--- src/rtl/tennis_point_input_if.sv ---
// Point-input bundle: raw buttons and enable in, point/conflict/drop pulses and busy out.
// Drivers take the master side, the point-input block takes the slave side.
interface tennis_point_input_if;
  logic p1_btn_raw;
  logic p2_btn_raw;
  logic enable;
  logic p1_point;
  logic p2_point;
  logic conflict;
  logic dropped;
  logic busy;

  modport master (
    output p1_btn_raw, p2_btn_raw, enable,
    input  p1_point, p2_point, conflict, dropped, busy
  );

  modport slave (
    input  p1_btn_raw, p2_btn_raw, enable,
    output p1_point, p2_point, conflict, dropped, busy
  );
endinterface

--- src/rtl/tennis_point_input.sv ---
// Referee buttons -> sync/debounce/rise -> arbiter; point pulse DEBOUNCE_CYCLES+2 cycles after press.
// No backpressure: presses arriving while locked out are reported on dropped and discarded.
module tennis_point_input #(
  parameter int DEBOUNCE_CYCLES = 16,
  parameter int LOCKOUT_CYCLES  = 4
) (
  input  logic                 clk,
  input  logic                 rst_n,
  tennis_point_input_if.slave  pt
);

  localparam int DW = $clog2(DEBOUNCE_CYCLES);
  localparam int LW = $clog2(LOCKOUT_CYCLES + 1);
  localparam logic [DW-1:0] DEB_MAX = DW'(DEBOUNCE_CYCLES - 1);
  localparam logic [LW-1:0] LOCK_LD = LW'(LOCKOUT_CYCLES);
  localparam logic [LW-1:0] LOCK_ONE = LW'(1);

  typedef enum logic {S_IDLE, S_LOCK} state_t;

  logic [1:0] w_raw;
  logic [1:0] w_rise;

  assign w_raw = {pt.p2_btn_raw, pt.p1_btn_raw};

  for (genvar g = 0; g < 2; g++) begin : g_ch
    logic          r_sync1;
    logic          r_sync;
    logic          r_deb;
    logic          r_deb_q;
    logic [DW-1:0] r_cnt;

    always_ff @(posedge clk or negedge rst_n) begin
      if (!rst_n) begin
        r_sync1 <= 1'b0;
        r_sync  <= 1'b0;
        r_deb   <= 1'b0;
        r_deb_q <= 1'b0;
        r_cnt   <= '0;
      end else begin
        r_sync1 <= w_raw[g];
        r_sync  <= r_sync1;
        r_deb_q <= r_deb;
        // Any agreement with the debounced level restarts the qualification run.
        if (r_sync == r_deb) begin
          r_cnt <= '0;
        end else if (r_cnt == DEB_MAX) begin
          r_deb <= r_sync;
          r_cnt <= '0;
        end else begin
          r_cnt <= r_cnt + DW'(1);
        end
      end
    end

    assign w_rise[g] = r_deb & ~r_deb_q;
  end

  state_t        r_state;
  state_t        w_nxt_state;
  logic [LW-1:0] r_lock_cnt;
  logic [LW-1:0] w_nxt_lock_cnt;
  logic          r_p1_point, r_p2_point, r_conflict, r_dropped;
  logic          w_nxt_p1_point, w_nxt_p2_point, w_nxt_conflict, w_nxt_dropped;
  logic          w_req;

  assign w_req = pt.enable & (|w_rise);

  always_comb begin
    w_nxt_state    = r_state;
    w_nxt_lock_cnt = r_lock_cnt;
    w_nxt_p1_point = 1'b0;
    w_nxt_p2_point = 1'b0;
    w_nxt_conflict = 1'b0;
    w_nxt_dropped  = 1'b0;
    case (r_state)
      S_IDLE: begin
        if (w_req) begin
          w_nxt_state    = S_LOCK;
          w_nxt_lock_cnt = LOCK_LD;
          if (&w_rise) begin
            w_nxt_conflict = 1'b1;
          end else if (w_rise[0]) begin
            w_nxt_p1_point = 1'b1;
          end else begin
            w_nxt_p2_point = 1'b1;
          end
        end
      end
      S_LOCK: begin
        // Rejected presses never extend the lockout window.
        w_nxt_dropped = w_req;
        if (r_lock_cnt <= LOCK_ONE) begin
          w_nxt_state    = S_IDLE;
          w_nxt_lock_cnt = '0;
        end else begin
          w_nxt_lock_cnt = r_lock_cnt - LOCK_ONE;
        end
      end
      default: begin
        w_nxt_state    = S_IDLE;
        w_nxt_lock_cnt = '0;
      end
    endcase
  end

  always_ff @(posedge clk or negedge rst_n) begin
    if (!rst_n) begin
      r_state    <= S_IDLE;
      r_lock_cnt <= '0;
      r_p1_point <= 1'b0;
      r_p2_point <= 1'b0;
      r_conflict <= 1'b0;
      r_dropped  <= 1'b0;
    end else begin
      r_state    <= w_nxt_state;
      r_lock_cnt <= w_nxt_lock_cnt;
      r_p1_point <= w_nxt_p1_point;
      r_p2_point <= w_nxt_p2_point;
      r_conflict <= w_nxt_conflict;
      r_dropped  <= w_nxt_dropped;
    end
  end

  assign pt.p1_point = r_p1_point;
  assign pt.p2_point = r_p2_point;
  assign pt.conflict = r_conflict;
  assign pt.dropped  = r_dropped;
  assign pt.busy     = (r_state == S_LOCK);

endmodule

--- src/flat_wrapper.sv ---
// flat-port wrapper written by rule: the top's interface ports become plain ports
module tennis_point_input_flat 
#(
  parameter int DEBOUNCE_CYCLES = 16,
  parameter int LOCKOUT_CYCLES  = 4
)
  (clk, rst_n, pt_p1_btn_raw, pt_p2_btn_raw, pt_enable, pt_p1_point, pt_p2_point, pt_conflict, pt_dropped, pt_busy);
  tennis_point_input_if pt_i ();
  input  logic clk;
  input  logic rst_n;
  input wire logic [$bits(pt_i.p1_btn_raw)-1:0] pt_p1_btn_raw;
  input wire logic [$bits(pt_i.p2_btn_raw)-1:0] pt_p2_btn_raw;
  input wire logic [$bits(pt_i.enable)-1:0] pt_enable;
  output wire logic [$bits(pt_i.p1_point)-1:0] pt_p1_point;
  output wire logic [$bits(pt_i.p2_point)-1:0] pt_p2_point;
  output wire logic [$bits(pt_i.conflict)-1:0] pt_conflict;
  output wire logic [$bits(pt_i.dropped)-1:0] pt_dropped;
  output wire logic [$bits(pt_i.busy)-1:0] pt_busy;
  assign pt_i.p1_btn_raw = pt_p1_btn_raw;
  assign pt_i.p2_btn_raw = pt_p2_btn_raw;
  assign pt_i.enable = pt_enable;
  assign pt_p1_point = pt_i.p1_point;
  assign pt_p2_point = pt_i.p2_point;
  assign pt_conflict = pt_i.conflict;
  assign pt_dropped = pt_i.dropped;
  assign pt_busy = pt_i.busy;
  tennis_point_input #(.DEBOUNCE_CYCLES(DEBOUNCE_CYCLES), .LOCKOUT_CYCLES(LOCKOUT_CYCLES)) u_core (.clk(clk), .rst_n(rst_n), .pt(pt_i));
endmodule
--- config.mk ---
export PLATFORM = sky130hd
export DESIGN_NAME = tennis_point_input_flat
export DESIGN_NICKNAME = d
export VERILOG_FILES = /design/src/rtl/tennis_point_input_if.sv /design/src/rtl/tennis_point_input.sv /design/src/flat_wrapper.sv
export SDC_FILE = /design/constraint.sdc
export NUM_CORES = 1
export LEC_CHECK = 0
export ABC_AREA = 1
export BUFFER_PORTS_ARGS = -buffer_cell sky130_fd_sc_hd__buf_2
export CORE_ASPECT_RATIO = 1.5
export CORE_MARGIN = 2
export CORE_UTILIZATION = 25
export CTS_BUF_LIST = sky130_fd_sc_hd__clkbuf_16
export DETAILED_ROUTE_END_ITERATION = 7
export PLACE_DENSITY_LB_ADDON = 0.3
export SETUP_SLACK_MARGIN = 0.5
export SLEW_MARGIN = 20
export SYNTH_ARGS = -nofsm -noshare
export SYNTH_HDL_FRONTEND = slang
export SYNTH_SLANG_ARGS = --single-unit
--- constraint.sdc ---
create_clock -name clk -period 3.3 [get_ports clk]
set_clock_uncertainty 0.2 [all_clocks]
set_input_delay 0.165 -clock clk [delete_from_list [all_inputs] [get_ports clk]]
set_output_delay 0.165 -clock clk [all_outputs]
set_load 0.005 [all_outputs]
==> flow_metrics.tcl <==
set metrics [dict create \
    syn-mean-instance-area_um2 10.1 \
    synth_warnings 0 \
    layout.nets 124 \
    finalCriticalPeriod_ns 1.32 \
    dieArea_um2 4520 \
    drc 0 \
    fmax_mhz 755 \
    cp.arrival_ns 1.31 \
    final_util_pct 31.7 \
    cts_root_buf "clkbuf_16" \
    diodes 0 \
    ys_seq_elements 24 \
    cp_max_fo 4 \
    die_y_um 81.3 \
    first_iter_violations 7 \
    cts_buffers 3 \
    coreArea_um2 3890 \
    total_power_w 0.000679 \
    start_util_pct 25.6 \
    num-fill-cells 387 \
    clkLatencyLatePin_ns 0.25 \
    finalCritPeriodShare_pct 40.1 \
    grt_max_degree 25 \
    viasPerCell 4.19 \
    max-clock-path-buffers 2 \
    drv_cap 0 \
    port_buffers 9 \
    synth_cells 99 \
    slew_headroom_pct 65.5 \
    dr.pass1.iters 4 \
    drt_wl_total_um 1640 \
    crit_path_end_kind "flip-flop" \
    finalSetupTns_ns 0 \
    status "complete, no violations" \
    cp-start-kind "flip-flop" \
    slew_violations 0 \
    cts_tree "built" \
    overflow 0 \
    tightest_slew_ns 0.517 \
    gp_congestion 0.801 \
    die_width_um 55.5 \
    drive_gt1_share_pct 20.0 \
    std_cell_rows 28 \
    dp_hpwl_um 1210 \
    syn_nets 107 \
    hold_path_class "in -> reg" \
    setup_violations 0 \
    track_usage_pct 8.71 \
    syn-cell-area_um2 996 \
    htreeDepth 1 \
    wl_per_cell_um 10.2 \
    ys_seq_area_share_pct 60.3 \
    rsz0062_at_grt "no" \
    vias 670 \
    required_ns 3.29 \
    clkTransAtPathRegs_ns 0.06 \
    p_leak_nw 0.610 \
    area_growth_syn_to_layout_pct 23.7 \
    peakVddDrop_uv 287 \
    ios 10 \
    clock-sinks 24 \
    ant_nets 0 \
    crit_type "reg -> reg" \
    antenna_found_initial 0 \
    power_density_nw_per_um2 551 \
    cts_resized 0 \
    grt_pass1_wl_um 3110 \
    hold_violations 0 \
    ys_types 19 \
    grt_pass1_vias 704 \
]
## cells in the final DEF, fill, tap and decap left out, drive strengths merged, types with 3 or more instances in the layout
master | synthesis | final
buf | 0 | 9
ha | 3 | 3
nand2 | 23 | 23
nand4 | 4 | 4
clkbuf | 0 | 3
dlygate4sd3 | 0 | 3
nor2 | 9 | 9
dfrtp | 24 | 24
o21ai | 4 | 4
nor3 | 4 | 4
nand3 | 8 | 8
inv | 15 | 15
## path summary, 6_finish.rpt
| check | start | endpoint | slack, ns | depth (start not counted) |
|---|---|---|---|---|
| worst max-delay path | u_core.g_ch[1].r_cnt[0]$_DFF_PN0_ | u_core.g_ch[1].r_cnt[0]$_DFF_PN0_ | 1.98 | 6 |
| worst min-delay path | pt_enable | u_core.pt.conflict$_DFF_PN0_ | 0.03 | 3 |
| worst max register to register | u_core.g_ch[1].r_cnt[0]$_DFF_PN0_ | u_core.g_ch[1].r_cnt[0]$_DFF_PN0_ | 1.98 | 6 |
| worst min register to register | u_core.g_ch[0].r_sync1$_DFF_PN0_ | u_core.g_ch[0].r_sync$_DFF_PN0_ | 0.15 | 0 |
| max in group asynchronous | rst_n | u_core.g_ch[0].r_deb$_DFFE_PN0P_ | 2.34 | 2 |
| min in group asynchronous | rst_n | u_core.g_ch[0].r_sync1$_DFF_PN0_ | 0.21 | 2 |
## cells in the mapped netlist
master    number  share of area (%)
inv_2          2               0.75
nand2_2        1               0.63
nand3_1        5                2.5
nor2_4         1                1.1
nand3_4        1                1.8
o21ai_2        1               0.88
nor2_1         8                3.0
nand4_1        4                2.5
dfrtp_1       24                 60
ha_1           3                3.8
inv_1         13                4.9
nor3_2         2                2.0
nand2_1       22                8.3
o21ai_0        3                1.5
a21oi_1        2                1.0
o211ai_1       1               0.75
nor3_1         2                1.0
or2_0          2                1.3
nand3_2        2                2.0
## what timing repair did
| item | CTS | global route |
|---|---|---|
| buffers inserted | 0 | 0 |
| hold endpoints to repair | 26 | 0 |
| hold buffers | 3 | 0 |
| setup endpoints to repair | 0 | 0 |
## where the power goes
group          switching (W)  internal (W)  total [W]
Clock               0.000102      0.000241   0.000343
Combinational      0.0000153     0.0000103  0.0000256
Sequential        0.00000740      0.000303   0.000311
Total               0.000124      0.000554   0.000679
## critical path, stage by stage (launching register included)
cell and delay, ns:
dfrtp_1 0.41, ha_1 0.22, nand2_1 0.07, inv_1 0.06
nand2_1 0.11, nand3_2 0.08, nor2_1 0.10
## final cells by class
type	instances	area [um2]	area share [%]
Multi-Input combinational cell	60	339	27.5
Timing Repair Buffer	12	75.1	6.09
Sequential cell	24	601	48.7
Clock inverter	1	30.0	2.44
Clock buffer	3	75.1	6.09
Tap cell	45	56.3	4.57
Inverter	15	56.3	4.57
## sequential cells by signal, summed over array words and instances (netlist names)
name	cells
u_core.g_ch.r_cnt	8
u_core.g_ch.r_deb	2
u_core.g_ch.r_deb_q	2
u_core.g_ch.r_sync	2
u_core.g_ch.r_sync1	2
u_core.pt.busy	1
u_core.pt.conflict	1
u_core.pt.dropped	1
u_core.pt.p1_point	1
u_core.pt.p2_point	1
u_core.r_lock_cnt	3
## routing by layer
metal  wire length (um)  vias to the layer above  share of wire (%)  GRT usage, %
met1                722                      314                 44          10.2
met3                 42                        2                2.6          1.75
met4                 24                        0                1.5          5.12
met5                  0                        -                  0             0
met2                846                        7                 52          14.8
li1                   -                      347                  -             -
## metrics by stage
stage	std cells	cell area (um2)	setup slack, ns	hold WS, ns
2_1_floorplan	99	996	2.11	-0.331
3_3_place_gp	153	1100	2.02	-0.0298
3_5_place_dp	153	1100	1.99	-0.0252
4_1_cts	160	1230	1.98	0.0272
5_1_grt	160	1230	1.89	0.0432
6_report	160	1230	1.98	0.0268
## kinds of logic (layout without fill, tap and decap cells)
logic type                 after synthesis  after routing  synth area share (%)
DFF                                     24             24                  60.3
AOI/OAI and AO/OA                        7              7                  4.15
buffers and inverters                   15             31                  5.65
and+or+nand+nor                         50             50                  26.1
adders and majority gates                3              3                  3.77
Note: power is estimated with default switching activity, not from simulation.
